[src/rtl/pcm_mem_arbiter.sv]
// Round-robin arbiter sharing one asynchronous SRAM port between four cores.
// Each grant runs SETUP, ACCESS_CYCLES of OE/WE strobe, then DONE with a ready pulse.
module pcm_mem_arbiter #(
    parameter int unsigned ACCESS_CYCLES = 2,
    parameter int unsigned ADDR_W        = 20,
    parameter int unsigned DATA_W        = 16
) (
    input  logic                  Clk,
    input  logic                  Reset,
    input  logic [3:0]            cpu_req,
    input  logic [3:0]            cpu_write,
    input  logic [4*ADDR_W-1:0]   cpu_addr,
    input  logic [4*DATA_W-1:0]   cpu_wdata,
    output logic [3:0]            cpu_ready,
    output logic [DATA_W-1:0]     cpu_rdata,
    output logic [1:0]            grant,
    output logic                  busy,
    output logic [ADDR_W-1:0]     ADDR,
    output logic [DATA_W-1:0]     Data_to_mem,
    output logic                  Data_drive,
    input  logic [DATA_W-1:0]     Data_from_mem,
    output logic                  Mem_CE,
    output logic                  Mem_UB,
    output logic                  Mem_LB,
    output logic                  Mem_OE,
    output logic                  Mem_WE
);

    typedef enum logic [1:0] {StIdle, StSetup, StAccess, StDone} state_t;

    localparam logic [3:0] CntLoad = 4'(ACCESS_CYCLES - 1);

    state_t              r_state, w_state_d;
    logic [1:0]          r_ptr, w_ptr_d;
    logic [1:0]          r_grant, w_grant_d;
    logic                r_write, w_write_d;
    logic [3:0]          r_cnt, w_cnt_d;
    logic [ADDR_W-1:0]   r_addr, w_addr_d;
    logic [DATA_W-1:0]   r_wdata, w_wdata_d;
    logic [DATA_W-1:0]   r_rdata, w_rdata_d;
    logic                r_drive, w_drive_d;
    logic                r_ce, w_ce_d;
    logic                r_oe, w_oe_d;
    logic                r_we, w_we_d;
    logic [3:0]          r_ready, w_ready_d;
    logic                r_busy, w_busy_d;

    logic                w_found;
    logic [1:0]          w_sel;
    logic [1:0]          w_idx;

    // First requesting core at or above the pointer, wrapping modulo 4.
    always_comb begin
        w_found = 1'b0;
        w_sel   = r_ptr;
        w_idx   = r_ptr;
        for (int i = 0; i < 4; i++) begin
            w_idx = r_ptr + 2'(i);
            if (!w_found && cpu_req[w_idx]) begin
                w_found = 1'b1;
                w_sel   = w_idx;
            end
        end
    end

    always_comb begin
        w_state_d = r_state;
        w_ptr_d   = r_ptr;
        w_grant_d = r_grant;
        w_write_d = r_write;
        w_cnt_d   = r_cnt;
        w_addr_d  = r_addr;
        w_wdata_d = r_wdata;
        w_rdata_d = r_rdata;
        w_drive_d = r_drive;
        w_ce_d    = r_ce;
        w_oe_d    = r_oe;
        w_we_d    = r_we;
        w_ready_d = 4'b0000;
        w_busy_d  = r_busy;

        unique case (r_state)
            StIdle: begin
                if (w_found) begin
                    w_state_d = StSetup;
                    w_grant_d = w_sel;
                    w_write_d = cpu_write[w_sel];
                    w_addr_d  = cpu_addr[int'(w_sel)*ADDR_W +: ADDR_W];
                    w_wdata_d = cpu_wdata[int'(w_sel)*DATA_W +: DATA_W];
                    w_drive_d = cpu_write[w_sel];
                    w_ce_d    = 1'b0;
                    w_busy_d  = 1'b1;
                end
            end
            StSetup: begin
                w_state_d = StAccess;
                w_cnt_d   = CntLoad;
                w_oe_d    = r_write;
                w_we_d    = ~r_write;
            end
            StAccess: begin
                if (r_cnt == 4'd0) begin
                    w_state_d          = StDone;
                    w_oe_d             = 1'b1;
                    w_we_d             = 1'b1;
                    w_ready_d[r_grant] = 1'b1;
                    if (!r_write) begin
                        w_rdata_d = Data_from_mem;
                    end
                end else begin
                    w_cnt_d = r_cnt - 4'd1;
                end
            end
            StDone: begin
                // CE, address and write data were held through DONE for hold time.
                w_state_d = StIdle;
                w_ptr_d   = r_grant + 2'd1;
                w_ce_d    = 1'b1;
                w_drive_d = 1'b0;
                w_busy_d  = 1'b0;
            end
            default: begin
                w_state_d = StIdle;
            end
        endcase
    end

    always_ff @(posedge Clk or posedge Reset) begin
        if (Reset) begin
            r_state <= StIdle;
            r_ptr   <= 2'd0;
            r_grant <= 2'd0;
            r_write <= 1'b0;
            r_cnt   <= 4'd0;
            r_addr  <= '0;
            r_wdata <= '0;
            r_rdata <= '0;
            r_drive <= 1'b0;
            r_ce    <= 1'b1;
            r_oe    <= 1'b1;
            r_we    <= 1'b1;
            r_ready <= 4'b0000;
            r_busy  <= 1'b0;
        end else begin
            r_state <= w_state_d;
            r_ptr   <= w_ptr_d;
            r_grant <= w_grant_d;
            r_write <= w_write_d;
            r_cnt   <= w_cnt_d;
            r_addr  <= w_addr_d;
            r_wdata <= w_wdata_d;
            r_rdata <= w_rdata_d;
            r_drive <= w_drive_d;
            r_ce    <= w_ce_d;
            r_oe    <= w_oe_d;
            r_we    <= w_we_d;
            r_ready <= w_ready_d;
            r_busy  <= w_busy_d;
        end
    end

    assign cpu_ready   = r_ready;
    assign cpu_rdata   = r_rdata;
    assign grant       = r_grant;
    assign busy        = r_busy;
    assign ADDR        = r_addr;
    assign Data_to_mem = r_wdata;
    assign Data_drive  = r_drive;
    assign Mem_CE      = r_ce;
    assign Mem_UB      = r_ce;
    assign Mem_LB      = r_ce;
    assign Mem_OE      = r_oe;
    assign Mem_WE      = r_we;

endmodule

[config.mk]
export PLATFORM = sky130hd
export DESIGN_NAME = pcm_mem_arbiter
export DESIGN_NICKNAME = d
export VERILOG_FILES = /design/src/rtl/pcm_mem_arbiter.sv
export SDC_FILE = /design/constraint.sdc
export NUM_CORES = 1
export LEC_CHECK = 0
export BUFFER_PORTS_ARGS = -buffer_cell sky130_fd_sc_hd__buf_4
export CORE_MARGIN = 1
export CORE_UTILIZATION = 45
export CTS_CLUSTER_SIZE = 16
export DETAILED_ROUTE_END_ITERATION = 6
export HOLD_SLACK_MARGIN = 0.15
export PLACE_DENSITY = 0.78
export SYNTH_ARGS = -nofsm -noshare
export SYNTH_HDL_FRONTEND = slang
export SYNTH_SLANG_ARGS = --single-unit
[constraint.sdc]
create_clock -name Clk -period 2.2 [get_ports Clk]
set_input_delay 0.11 -clock Clk [delete_from_list [all_inputs] [get_ports Clk]]
set_output_delay 0.11 -clock Clk [all_outputs]
set_load 0.05 [all_outputs]
==> load_flow_metrics.sql, run 1 <==
INSERT INTO impl_metrics (metric_group, metric, value, unit) VALUES
('logic_synthesis', 'synth-compound-area-share', '16.00', '%'),
('clock_network', 'post-cts-setup-buffers', '0', ''),
('logic_synthesis', 'synth_top_family_by_area', 'multiplexers', ''),
('logic_synthesis', 'synth_most_common_cell', 'sky130_fd_sc_hd__mux2i_1', ''),
('die', 'io_pins', '235', ''),
('die', 'initial_util', '46.24', '%'),
('clock_network', 'cts.path.max_buffers', '2', ''),
('clock_network', 'cts-hold-fix-buffers', '139', ''),
('logic_synthesis', 'postSynth.topFlopCell', 'sky130_fd_sc_hd__dfrtp_1', ''),
('logic_synthesis', 'synth-async-reset-ratio', '100.0', '%'),
('clock_network', 'clock-sinks', '72', ''),
('clock_network', 'cts_root_buffer', 'sky130_fd_sc_hd__clkbuf_8', ''),
('die', 'placementRows', '35', ''),
('logic_synthesis', 'yosys_warnings', '0', ''),
('outcome', 'last_stage', 'clock tree synthesis', ''),
('logic_synthesis', 'post-synth-top-area-cell', 'sky130_fd_sc_hd__dfrtp_1', ''),
('logic_synthesis', 'number_of_synthesized_register_bits', '72', ''),
('clock_network', 'cts_buffers', '9', ''),
('logic_synthesis', 'synth_xor_area_share', '0', '%'),
('clock_network', 'cts_resized', '0', ''),
('logic_synthesis', 'synth_mux_area_share', '22.95', '%'),
('logic_synthesis', 'share_of_the_synthesized_area_in_the_top_cell_type', '40.60', '%'),
('logic_synthesis', 'synth-edff-count', '0', ''),
('logic_synthesis', 'synth_nets', '523', ''),
('outcome', 'run.stop_error', '[ERROR RSZ-0060] Max buffer count reached.', ''),
('logic_synthesis', 'synth.cells.most_frequent', 'sky130_fd_sc_hd__mux2i_1, sky130_fd_sc_hd__dfrtp_1, sky130_fd_sc_hd__nand2_1, sky130_fd_sc_hd__o221ai_2', ''),
('die', 'die_height', '99.22', 'microns'),
('placed_design', 'finalWeightedCongestion', '0.7897', ''),
('logic_synthesis', 'synth_adder_area_share', '2.942', '%'),
('logic_synthesis', 'netlist-cell-type-count', '35', ''),
('logic_synthesis', 'avgSynthCellArea', '12.40', 'sq um'),
('placed_design', 'dpl.hpwl', '9.375', 'mm'),
('logic_synthesis', 'seq_area_frac_synth', '42.45', '%'),
('clock_network', 'cts_htree_levels', '3', ''),
('logic_synthesis', 'area_contributors_post_synth', 'sky130_fd_sc_hd__dfrtp_1, sky130_fd_sc_hd__mux2i_1, sky130_fd_sc_hd__o221ai_2, sky130_fd_sc_hd__nand2_1, sky130_fd_sc_hd__ha_1', ''),
('placed_design', 'port-buffer-count', '234', ''),
('logic_synthesis', 'syn_area', '4253', 'sq um'),
('die', 'die_w', '99.22', 'microns'),
('logic_synthesis', 'post_synth_and_or_nand_nor_area_fraction', '8.355', '%'),
('placed_design', 'instance_area_at_placement', '6030', 'sq um'),
('logic_synthesis', 'synth_cells', '343', ''),
('placed_design', 'dp_worst_setup_slack', '0.2231', 'ns'),
('outcome', 'status', 'did not finish', '');
[stage by stage]
stage | hold slack, ns | utilization, % | cells
2_1_floorplan | 0.2447 | - | 343
3_3_place_gp | 0.2350 | 65.56 | 675
3_5_place_dp | 0.2385 | 65.56 | 675
[cells by family after synthesis]
kind of cell / after synthesis
adders and majority gates: 10
AOI/OAI and AO/OA: 56
muxes: 95
buffers and inverters: 34
DFF: 72
and+or+nand+nor: 76
==> run 2, diff against run 1 <==
--- a/config.mk
+++ b/config.mk
@@ -7,11 +7,9 @@
 export LEC_CHECK = 0
 export BUFFER_PORTS_ARGS = -buffer_cell sky130_fd_sc_hd__buf_4
 export CORE_MARGIN = 1
-export CORE_UTILIZATION = 45
-export CTS_CLUSTER_SIZE = 16
+export CORE_UTILIZATION = 38
 export DETAILED_ROUTE_END_ITERATION = 6
-export HOLD_SLACK_MARGIN = 0.15
-export PLACE_DENSITY = 0.78
+export PLACE_DENSITY_LB_ADDON = 0.15
 export SYNTH_ARGS = -nofsm -noshare
 export SYNTH_HDL_FRONTEND = slang
 export SYNTH_SLANG_ARGS = --single-unit
==> run 2 against run 1 <==
The flow now finishes without violations. Synthesized cell count is the same. Area after synthesis stayed put.
==> load_flow_metrics.sql, run 2 <==
INSERT INTO impl_metrics (metric_group, metric, value, unit) VALUES
('outcome', 'status', 'complete, no violations', ''),
('logic_synthesis', 'number_of_synthesized_register_bits', '72', ''),
('power', 'switching_pwr', '4.823', 'mW'),
('logic_synthesis', 'synth_most_common_cell', 'sky130_fd_sc_hd__mux2i_1', ''),
('logic_synthesis', 'synth_nets', '523', ''),
('timing', 'layout_worst_path_cycle_share', '90.37', '%'),
('worst_setup_path', 'worstPathArrival', '2.19', 'ns'),
('hold_path', 'hold_class', 'in2reg', ''),
('clock_network', 'tritoncts', 'yes', ''),
('worst_setup_path', 'worst_ep_required_time', '2.40', 'ns'),
('timing', 'worstMarginPinSlew', '0.5737', 'ns'),
('layout', 'most_frequent_standard_cell_in_the_layout_excluding_fill_and_tap_cells', 'sky130_fd_sc_hd__buf_4', ''),
('timing', 'finalClockSkew', '0.009695', 'ns'),
('grt', 'gr-usage-all-layers', '20.99', '%'),
('die', 'die_height', '107.8', 'microns'),
('worst_setup_path', 'ff2ff_path_depth', '7', ''),
('timing', 'timing.final.hold_violations', '0', ''),
('worst_setup_path', 'critical_path.startpoint_type', 'flop', ''),
('worst_setup_path', 'critical_path.max_fanout', '27', ''),
('logic_synthesis', 'yosys_warnings', '0', ''),
('layout', 'multi_input_comb_area', '2151', 'sq um'),
('power', 'switching_share', '49.45', '%'),
('logic_synthesis', 'area_contributors_post_synth', 'sky130_fd_sc_hd__dfrtp_1, sky130_fd_sc_hd__mux2i_1, sky130_fd_sc_hd__o221ai_2, sky130_fd_sc_hd__nand2_1, sky130_fd_sc_hd__ha_1', ''),
('logic_synthesis', 'synth-async-reset-ratio', '100.0', '%'),
('layout', 'leading_cell_types_in_the_layout_fill_and_taps_excluded', 'sky130_fd_sc_hd__buf_4, sky130_fd_sc_hd__mux2i_1, sky130_fd_sc_hd__dfrtp_1', ''),
('drt', 'post_drt_wl_per_cell', '16.45', 'microns'),
('die', 'floorplan.core_area', '10890', 'sq um'),
('worst_setup_path', 'worst-setup-path-type', 'reg2reg', ''),
('flow_run', 'drv.max_cap_violation_count', '0', ''),
('logic_synthesis', 'postSynth.topFlopCell', 'sky130_fd_sc_hd__dfrtp_1', ''),
('hold_path', 'worst_hold_path.num_cells', '3', ''),
('timing', 'grt_setup_unrepaired', 'false', ''),
('layout', 'final_design_area_excluding_fillers', '6480', 'sq um'),
('grt', 'grt-ovfl-total', '0', ''),
('clock_network', 'cts-hold-fix-buffers', '17', ''),
('power', 'power.sequential.fraction', '24.3', '%'),
('drt', 'drt_first_iter_violations', '73', ''),
('drt', 'viasPerCell', '4.973', ''),
('logic_synthesis', 'avgSynthCellArea', '12.40', 'sq um'),
('logic_synthesis', 'post-synth-top-area-cell', 'sky130_fd_sc_hd__dfrtp_1', ''),
('logic_synthesis', 'share_of_the_synthesized_area_in_the_top_cell_type', '40.60', '%'),
('layout', 'seq_area', '1805', 'sq um'),
('clock_network', 'clock-sinks', '72', ''),
('logic_synthesis', 'synth-edff-count', '0', ''),
('die', 'die_w', '107.8', 'microns'),
('grt', 'grt_pass1_vias', '3772', ''),
('layout', 'filler_cell_count', '931', ''),
('drt', 'antenna_left', '0', ''),
('layout', 'nets', '777', ''),
('die', 'placementRows', '38', ''),
('grt', 'antenna_found_initial', '0', ''),
('clock_network', 'cts_resized', '0', ''),
('placed_design', 'port-buffer-count', '234', ''),
('placed_design', 'finalWeightedCongestion', '0.7819', ''),
('worst_setup_path', 'critPathCaptureType', 'flop', ''),
('layout', 'antenna_cells', '0', ''),
('clock_network', 'cts_buffers', '9', ''),
('timing', 'slew_headroom', '61.70', '%'),
('power', 'power.static_leakage', '3.234', 'nW'),
('placed_design', 'dpl.hpwl', '9.298', 'mm'),
('drt', 'detail_route.drc_violations', '0', ''),
('power', 'comb_power_share', '64.6', '%'),
('drt', 'dr.pass1.iters', '4', ''),
('power', 'power.internal', '4.929', 'mW'),
('clock_network', 'clock_insertion_delay_worst_skew', '0.34', 'ns'),
('logic_synthesis', 'syn_area', '4253', 'sq um'),
('clock_network', 'cts_htree_levels', '3', ''),
('logic_synthesis', 'netlist-cell-type-count', '35', ''),
('clock_network', 'post-cts-setup-buffers', '0', ''),
('clock_network', 'clk_pin_slew_worst_paths', '0.08', 'ns'),
('die', 'io_pins', '235', ''),
('logic_synthesis', 'synth.cells.most_frequent', 'sky130_fd_sc_hd__mux2i_1, sky130_fd_sc_hd__dfrtp_1, sky130_fd_sc_hd__nand2_1, sky130_fd_sc_hd__o221ai_2', ''),
('grt', 'grt_start_max_net_pins', '32', ''),
('die', 'initial_util', '39.06', '%'),
('power', 'pwr-share-clk', '11.1', '%'),
('grt', 'grt_pass1_wl', '18.72', 'mm'),
('power', 'vdd_drop_max', '0.9242', 'mV'),
('clock_network', 'cts_root_buffer', 'sky130_fd_sc_hd__clkbuf_8', ''),
('clock_network', 'cts.path.max_buffers', '2', ''),
('timing', 'finalCriticalPeriod', '1.988', 'ns'),
('logic_synthesis', 'seq_area_frac_synth', '42.45', '%'),
('drt', 'finalWirelength', '12.20', 'mm'),
('die', 'die_footprint', '11620', 'sq um'),
('power', 'power_density', '1505', 'nW/um^2'),
('timing', 'fmaxAchievable', '0.5030', 'GHz'),
('timing', 'setup_viol_count_final', '0', ''),
('placed_design', 'instance_area_at_placement', '6103', 'sq um'),
('layout', 'largest_register_ffs', '20', ''),
('layout', 'flow.area_growth_from_synthesis', '52.37', '%'),
('layout', 'finalCoreUtilization', '59.52', '%'),
('logic_synthesis', 'synth_cells', '343', ''),
('timing', 'number_of_max_slew_violations_in_the_final_report', '0', ''),
('drt', 'via_count', '3690', ''),
('timing', 'totalNegativeSetupSlack', '0', 'ns'),
('layout', 'post_route_cells_drive_above_1_share', '54.15', '%');
run 2: path summary, 6_finish.rpt:
kind,start,end,slack [ns]
setup / recovery,r_ptr[1]$_DFFE_PP0P_,ADDR[7]$_DFFE_PP0P_,0.21
hold / removal,cpu_addr[35],ADDR[15]$_DFFE_PP0P_,0.09
setup reg to reg,r_ptr[1]$_DFFE_PP0P_,ADDR[7]$_DFFE_PP0P_,0.21
hold reg to reg,cpu_rdata[8]$_DFFE_PP0P_,cpu_rdata[8]$_DFFE_PP0P_,0.49
max in group asynchronous,Reset,cpu_rdata[1]$_DFFE_PP0P_,0.95
min in group asynchronous,Reset,cpu_ready[3]$_DFF_PP0_,0.40
run 2: area by class of cell:
type                            instances  area share (%)
Timing Repair Buffer                  269           32.59
Tap cell                              140           2.703
Clock inverter                          5          0.8496
Inverter                                8          0.4634
Multi-Input combinational cell        237           33.19
Clock buffer                           11           2.336
Sequential cell                        72           27.86
run 2: kinds of logic (layout without fill, tap and decap cells):
logic type               Yosys count  after routing  synth area share (%)
adder cells (fa/ha/maj)           10             10                 2.942
AO/OA/AOI/OAI                     56             56                 16.00
multiplexers                      95             95                 22.95
flip-flops                        72             72                 42.45
buffers and inverters             34            293                 7.296
AND/OR/NAND/NOR                   76             76                 8.356
run 2: routing by layer:
metal	global-route usage [%]	vias to the layer above	routed length, microns
li1	-	1766	-
met1	24.65	1777	4843
met4	6.654	0	162
met2	38.10	132	6455
met3	4.116	15	742
met5	0	-	0
run 2: critical path: stages, from the launching register on:
cell and delay [ns]:
sky130_fd_sc_hd__dfrtp_1 0.44, sky130_fd_sc_hd__nand3b_1 0.12, sky130_fd_sc_hd__o31ai_1 0.10, sky130_fd_sc_hd__o31ai_4 0.24, sky130_fd_sc_hd__buf_12 0.22, sky130_fd_sc_hd__buf_12 0.23, sky130_fd_sc_hd__mux2i_1 0.36, sky130_fd_sc_hd__o221ai_2 0.12
run 2: power by group through the flow:
stage | logic [mW] | registers [mW] | clock network (mW)
floorplan | 2.82 | 4.23 | 0
global placement | 6.23 | 2.37 | 0
detailed placement | 6.33 | 2.40 | 0
CTS | 6.36 | 2.38 | 1.13
global route | 6.72 | 2.45 | 1.18
finish | 6.29 | 2.37 | 1.09
run 2: metrics by stage:
| stage | hold WS (ns) | worst slack (ns) | instances | power [mW] |
|---|---|---|---|---|
| 5_1_grt | 0.08677 | 0.1430 | 742 | 10.35 |
| 3_5_place_dp | 0.2249 | 0.2513 | 709 | 8.725 |
| 4_1_cts | 0.07062 | 0.2285 | 742 | 9.861 |
| 3_3_place_gp | 0.2234 | 0.2894 | 709 | 8.605 |
| 6_report | 0.08627 | 0.2119 | 742 | 9.752 |
| 2_1_floorplan | 0.2447 | 0.2650 | 343 | 7.050 |
No activity file was read; power rests on OpenSTA's default activity.
